==> src/rtl/bank_cmd_sequencer.sv <==
// Single-request DRAM bank command sequencer: tracks open rows per bank and
// issues PRE/ACT/READ/WRITE with precharge and activation wait times.
module bank_cmd_sequencer #(
    parameter int BANK_GROUPS        = 4,
    parameter int BANKS_PER_GROUP    = 2,
    parameter int ROW_BITS           = 8,
    parameter int COL_BITS           = 4,
    parameter int ACTIVATION_LATENCY = 8,
    parameter int PRECHARGE_LATENCY  = 5,
    localparam int BG_W = (BANK_GROUPS > 1) ? $clog2(BANK_GROUPS) : 1,
    localparam int BK_W = (BANKS_PER_GROUP > 1) ? $clog2(BANKS_PER_GROUP) : 1
) (
    input  logic                clk_in,
    input  logic                rst_in,
    input  logic                req_valid_in,
    output logic                req_ready_out,
    input  logic                req_write_in,
    input  logic [BG_W-1:0]     req_bank_group_in,
    input  logic [BK_W-1:0]     req_bank_in,
    input  logic [ROW_BITS-1:0] req_row_in,
    input  logic [COL_BITS-1:0] req_col_in,
    input  logic                cmd_ready,
    output logic                valid_out,
    output logic [2:0]          cmd_out,
    output logic [BG_W-1:0]     bank_group_out,
    output logic [BK_W-1:0]     bank_out,
    output logic [ROW_BITS-1:0] row_out,
    output logic [COL_BITS-1:0] col_out,
    output logic                done_out,
    output logic                busy_out
);

    localparam int NUM_BANKS = BANK_GROUPS * BANKS_PER_GROUP;
    localparam int IDX_W     = (NUM_BANKS > 1) ? $clog2(NUM_BANKS) : 1;
    localparam int MAX_LAT   = (ACTIVATION_LATENCY > PRECHARGE_LATENCY) ?
                               ACTIVATION_LATENCY : PRECHARGE_LATENCY;
    localparam int CNT_W     = $clog2(MAX_LAT + 1);

    localparam logic [2:0] CMD_NOP   = 3'b000;
    localparam logic [2:0] CMD_ACT   = 3'b001;
    localparam logic [2:0] CMD_READ  = 3'b010;
    localparam logic [2:0] CMD_WRITE = 3'b011;
    localparam logic [2:0] CMD_PRE   = 3'b100;

    typedef enum logic [2:0] {
        IDLE, PRECHARGE, WAIT_PRE, ACTIVATE, WAIT_ACT, ACCESS
    } state_t;

    state_t               state, state_nxt;
    logic [CNT_W-1:0]     cnt_q, cnt_nxt;
    logic [NUM_BANKS-1:0] open_q;
    logic [ROW_BITS-1:0]  open_row_q [NUM_BANKS];
    logic                 write_q;
    logic [IDX_W-1:0]     idx_q, req_idx;
    logic                 capture;

    assign req_ready_out = (state == IDLE) && !rst_in;
    assign busy_out      = (state != IDLE);
    assign capture       = req_valid_in && req_ready_out;
    assign req_idx       = IDX_W'(req_bank_group_in) * IDX_W'(BANKS_PER_GROUP)
                         + IDX_W'(req_bank_in);

    always_comb begin
        state_nxt = state;
        cnt_nxt   = cnt_q;
        valid_out = 1'b0;
        cmd_out   = CMD_NOP;
        done_out  = 1'b0;
        case (state)
            IDLE: begin
                if (capture) begin
                    if (!open_q[req_idx])                        state_nxt = ACTIVATE;
                    else if (open_row_q[req_idx] == req_row_in)  state_nxt = ACCESS;
                    else                                         state_nxt = PRECHARGE;
                end
            end
            PRECHARGE: begin
                valid_out = 1'b1;
                cmd_out   = CMD_PRE;
                if (cmd_ready) begin
                    // Counter holds remaining wait cycles; latency 1 skips the wait state.
                    cnt_nxt   = CNT_W'(PRECHARGE_LATENCY - 1);
                    state_nxt = (PRECHARGE_LATENCY > 1) ? WAIT_PRE : ACTIVATE;
                end
            end
            WAIT_PRE: begin
                if (cnt_q <= CNT_W'(1)) begin
                    cnt_nxt   = '0;
                    state_nxt = ACTIVATE;
                end else begin
                    cnt_nxt = cnt_q - CNT_W'(1);
                end
            end
            ACTIVATE: begin
                valid_out = 1'b1;
                cmd_out   = CMD_ACT;
                if (cmd_ready) begin
                    cnt_nxt   = CNT_W'(ACTIVATION_LATENCY - 1);
                    state_nxt = (ACTIVATION_LATENCY > 1) ? WAIT_ACT : ACCESS;
                end
            end
            WAIT_ACT: begin
                if (cnt_q <= CNT_W'(1)) begin
                    cnt_nxt   = '0;
                    state_nxt = ACCESS;
                end else begin
                    cnt_nxt = cnt_q - CNT_W'(1);
                end
            end
            ACCESS: begin
                valid_out = 1'b1;
                cmd_out   = write_q ? CMD_WRITE : CMD_READ;
                if (cmd_ready) begin
                    done_out  = 1'b1;
                    state_nxt = IDLE;
                end
            end
            default: state_nxt = IDLE;
        endcase
    end

    always_ff @(posedge clk_in or posedge rst_in) begin
        if (rst_in) begin
            state          <= IDLE;
            cnt_q          <= '0;
            open_q         <= '0;
            for (int i = 0; i < NUM_BANKS; i++) open_row_q[i] <= '0;
            write_q        <= 1'b0;
            idx_q          <= '0;
            bank_group_out <= '0;
            bank_out       <= '0;
            row_out        <= '0;
            col_out        <= '0;
        end else begin
            state <= state_nxt;
            cnt_q <= cnt_nxt;
            // Address outputs double as the held request, so they stay stable under backpressure.
            if (capture) begin
                write_q        <= req_write_in;
                idx_q          <= req_idx;
                bank_group_out <= req_bank_group_in;
                bank_out       <= req_bank_in;
                row_out        <= req_row_in;
                col_out        <= req_col_in;
            end
            if (state == PRECHARGE && cmd_ready)
                open_q[idx_q] <= 1'b0;
            if (state == ACTIVATE && cmd_ready) begin
                open_q[idx_q]     <= 1'b1;
                open_row_q[idx_q] <= row_out;
            end
        end
    end

endmodule

==> config.mk <==
export PLATFORM = sky130hd
export DESIGN_NAME = bank_cmd_sequencer
export DESIGN_NICKNAME = d
export VERILOG_FILES = /design/src/rtl/bank_cmd_sequencer.sv
export SDC_FILE = /design/constraint.sdc
export NUM_CORES = 1
export LEC_CHECK = 0
export BUFFER_PORTS_ARGS = -buffer_cell sky130_fd_sc_hd__buf_2
export CORE_ASPECT_RATIO = 0.8
export CORE_MARGIN = 1.5
export CORE_UTILIZATION = 53
export DETAILED_ROUTE_END_ITERATION = 10
export PLACE_DENSITY_LB_ADDON = 0.2
export SETUP_SLACK_MARGIN = 0.15
export SLEW_MARGIN = 20
export SYNTH_ARGS = -nofsm -noshare
export SYNTH_HDL_FRONTEND = slang
export SYNTH_SLANG_ARGS = --single-unit
==> constraint.sdc <==
create_clock -name clk_in -period 2.4 [get_ports clk_in]
set_input_delay 0.12 -clock clk_in [delete_from_list [all_inputs] [get_ports clk_in]]
set_output_delay 0.12 -clock clk_in [all_outputs]
set_load 0.03 [all_outputs]
# Yosys cells after proc, flatten, opt, wreduce, memory -nomap -nowiden
# Index checks and enable logic that the tools add are counted.
# W data, S select, Z words.
# word_totals
reg_bits	98
out_inout_bits	22
mem_bits_rw	0
mem_count	0
romBits	0
latch_bits	0
word_cells	87
inputBits	20
# op_classes
div_mod_pow	0
bitwise	5
shift	0
n_reduce_logical	14
eq_ne	12
addsub	2
n_mux	30
mul	0
n_lt_le_gt_ge	7
# op_table
cell	n
$bwmux W64	1
$mux W8	5
$bmux W8 S3	1
$demux W8 S3	1
$mux W3	8
$pmux W3 S6	1
$mux W4	3
$ne A2 B2 Y1 const B	6
$pmux W4 S3	1
$pmux W3 S3	1
$and A8 B8 Y8	1
$eq A8 B8 Y1	1
$ge A4 B4 Y1 const B	2
$lt A3 B4 Y1 const B	2
$not A3 Y4	2
$not A8 Y8	1
$or A8 B8 Y8	1
$eq A3 B2 Y1 const B	2
$eq A3 B3 Y1 const B	2
$logic_and A1 B1 Y1	6
$mux W1	6
$reduce_and A6 Y1	1
$reduce_bool A3 Y1	2
$le A4 B1 Y1 const B	1
other kinds (12)	12

# Depth between registers and ports, before layout
# depth
depth_word	10
ltp_mapped	7
ltp_nobuf	7

# Worst setup path after synthesis
# No wires, ideal clock.
# synth_path
path_kind	register to register
start	reg state[2]
end	reg bank_group_out[1]
stages_incl_launch_ff	6
n_path_buf	2
path_slack_ps	109
t_arrival_ps	2166
required_ps	2275
setup_ps	125
path_cell_list	dfrtp_1 > clkbuf_1 > nor4_2 > nand2_1 > buf_2 > mux2_2
# synth_via
elab_chain_cells	3
# synth_lines
element	line	rtl
start, declared	49	state_t state, state_nxt;
start signal, assigned	135	state <= state_nxt;
$logic_not A3 Y1	57	assign req_ready_out = (state == IDLE) && !rst_in;
$logic_and A1 B1 Y1	57	
net req_ready_out	16	output logic req_ready_out,
$logic_and A1 B1 Y1	59	assign capture = req_valid_in && req_ready_out;
end signal, assigned	141	bank_group_out <= req_bank_group_in;
end, declared	25	output logic [BG_W-1:0] bank_group_out,
# The timed path passes the listed nets, and every way through them passes these cells.
# A chain may end at the register's enable or synchronous reset.

# Final worst setup path
# layout_path
start	reg cnt_q[0]
end	reg state[0]
# layout_via
elab_chain_cells	3
elab_cells_between_ends	4
# layout_lines
element	line	rtl
start, declared	50	logic [CNT_W-1:0] cnt_q, cnt_nxt;
start signal, assigned	136	cnt_q <= cnt_nxt;
$le A4 B1 Y1 *	87, 103	
$ne A2 B2 Y1 (no source line)	--	
$reduce_and A6 Y1 (no source line) *	--	
# Mark *: on every way between the ends. The rest lies on a longest branch, timed or not.

==> metrics.cfg <==
[run_status]
status=complete, no violations

[job]
max_cap_violations=0

[clock_network]
cts-root-buf=clkbuf_8
clk_pin_slew_worst_paths_ns=0.09
numCtsBuffers=9
cts_tree=yes
clockBufferDepth=2
htree_levels=3
clock-sinks=95
clock_latency_ns=0.36
post_cts_buffers=0

[yosys]
synth.area.top_cells=dfrtp_1, mux2_2, mux4_1
postSynthAreaPerCell_um2=14.1
syn_inst=323
synth_top_area_share_pct=52.3
yosysUniqueCellTypes=41
yosysWarnings=0
synth_edf_count=0
syn_nets=345
synthArstFlopShare_pct=100
yosysTopAreaCell=dfrtp_1
syn_area_mm2=0.00454
synth_flop_cell=dfrtp_1
ys_ff_latch=95
seq_area_frac_synth_pct=52.3

[die]
die_h_um=85.8
initial_core_util_pct=55.9
core_mm2=0.00813
io_pins=42
die_x_um=107
rows=29
die-area_mm2=0.00914

[timing]
finalHoldViolCount=0
fin_skew_ns=0.0104
fmax_mhz=484
grt_setup_unrepaired=false
tightest_slew_ns=0.645
slew-limit-headroom_pct=56.9
min_period_ns=2.07
finalCritPeriodShare_pct=86.0
slew_violations=0
fin_tns_setup_ns=0
timing.hold.ws_ns=0.0149
setup_viol=0

[detailed_routing]
drt-initial-drc-count=104
avgRoutedWirePerCell_um=19.1
drc=0
drt_wl_total_mm=9.47
ant_nets=0
vias=2885
first_pass_iters=4
vias_per_cell=5.82

[global_routing]
grt_pass1_vias=2904
antenna_found_initial=0
grt_first_pass_wirelength_mm=15.5
overflow=0
grt_max_degree=29
track_usage_pct=22.6

[setup_path]
crit_arrival_ns=2.34
path_class=reg2reg
timing.rr.end=state[0]
r2r_slack_ns=0.33
worstPathMaxFanout=6
r2r-start=cnt_q[0]
worstPathRequired_ns=2.68
worst_setup_path_start_kind=flip-flop
reg2regPathDepth=7
critPathCaptureType=flip-flop

[layout]
final_nets=405
syn2layout_area_growth_pct=14.0
final_cells=496
final_cell_mix=dfrtp_1, mux2_2, buf_2
fill_cells=650
final_common_cell=dfrtp_1
post-route-util_pct=63.7
drive_gt1_share_pct=43.8
antenna_cells=0

[power_and_ir_drop]
p_leak_nw=2.49
power.density_mw_per_mm2=1220
fin_total_pwr_w=0.00632
ir_drop_mv=0.581

[min_path]
hold_start=req_row_in[3]
min_path_type=in2reg
hold_depth=2
hold_end=row_out[3]

[placed_design]
dp_cells=474
place_congestion=0.860
port_buffers=41
dp_hpwl_mm=6.40

[worst max-delay path, cell delays in order (launching register included)]
cell	delay [ns]
dfrtp_1	0.46
inv_1	0.07
ha_1	0.21
or2_2	0.35
a32oi_1	0.21
o221ai_1	0.24
a21bo_2	0.27
a22oi_1	0.17
[cells in the mapped netlist, types with 2 or more instances]
master    instances
inv_1             7
clkbuf_1          5
a22oi_1           4
mux2i_1           9
mux2_2           83
o31ai_1           2
xor2_1            8
mux4_1           10
a211oi_1          2
nand2_1          21
or3_1             3
mux4_2            8
buf_2             6
ha_1              2
nor2_1            7
o221ai_1          2
nand2b_1          5
nand3_1           6
o21ai_0           8
a21oi_1           6
dfrtp_1          95
nor3_1            3
nor2b_1           2
nand4_1           2
[cell families (layout without fill, tap and decap cells)]
kind of cell | count (synthesis) | after routing | share of synthesized area (%)
xor+xnor | 8 | 8 | 1.54
buf+inv | 21 | 86 | 2.42
flops | 95 | 95 | 52.3
compound gates | 31 | 31 | 4.68
simple gates | 56 | 56 | 6.17
mux | 110 | 110 | 32.3
fa+ha+maj | 2 | 2 | 0.551
[state kept, by name, indices dropped and copies added (netlist names), named ones only]
| register | count |
|---|---|
| col_out | 4 |
| cnt_q | 4 |
| open_row_q | 64 |
| write_q | 1 |
| bank_group_out | 2 |
| state | 3 |
| row_out | 8 |
| idx_q | 1 |
| open_q | 4 |
[repair_timing]
item | CTS | global route
resized for setup | 0 | 0
hold endpoints to repair | 29 | 0
hold buffers | 6 | 0
[through the flow]
stage	cell area [um^2]	setup WS, ns
after floorplan	4560	0.375
after global placement	4940	0.358
after detailed placement	4940	0.348
after CTS	5180	0.330
after global routing	5180	0.183
final	5180	0.335
[power breakdown]
group | internal [W] | leakage [nW] | switching [W]
logic | 0.00122 | 1.19 | 0.00124
registers | 0.00231 | 1.22 | 0.000593
clock network | 0.000408 | 0.0830 | 0.000544
[layout make-up]
cell class              instances  area (um^2)  share of cell area (%)
clock inverters                 4         28.8                   0.556
multi-input cells             207         2060                    39.9
flip-flops and latches         95         2380                    45.9
well taps                     108          135                    2.61
inverters                       7         30.0                   0.580
repair buffers                 63          398                    7.68
clock buffers                  12          145                    2.80
[how the worst max path moves through the flow]
| stage | slack (ns) | cells after the start | from | endpoint |
|---|---|---|---|---|
| finish | 0.33 | 7 | cnt_q[0] | state[0] |
| global route | 0.18 | 7 | cnt_q[0] | state[0] |
| CTS | 0.33 | 7 | cnt_q[0] | state[0] |
| detailed placement | 0.35 | 7 | req_bank_in | state[2] |
| global placement | 0.36 | 7 | req_bank_in | state[2] |
| floorplan | 0.37 | 5 | state[2] | bank_group_out[1] |
[per-layer routing]
layer  routed length (um)  vias up  global-route usage, %
li1                     -     1323                      -
met1                 4470     1464                   31.9
met2                 4250       86                   33.4
met3                  613       12                   7.52
met4                  138        0                   7.27
met5                    0        -                      0
Note: power is estimated with default switching activity, not from simulation.
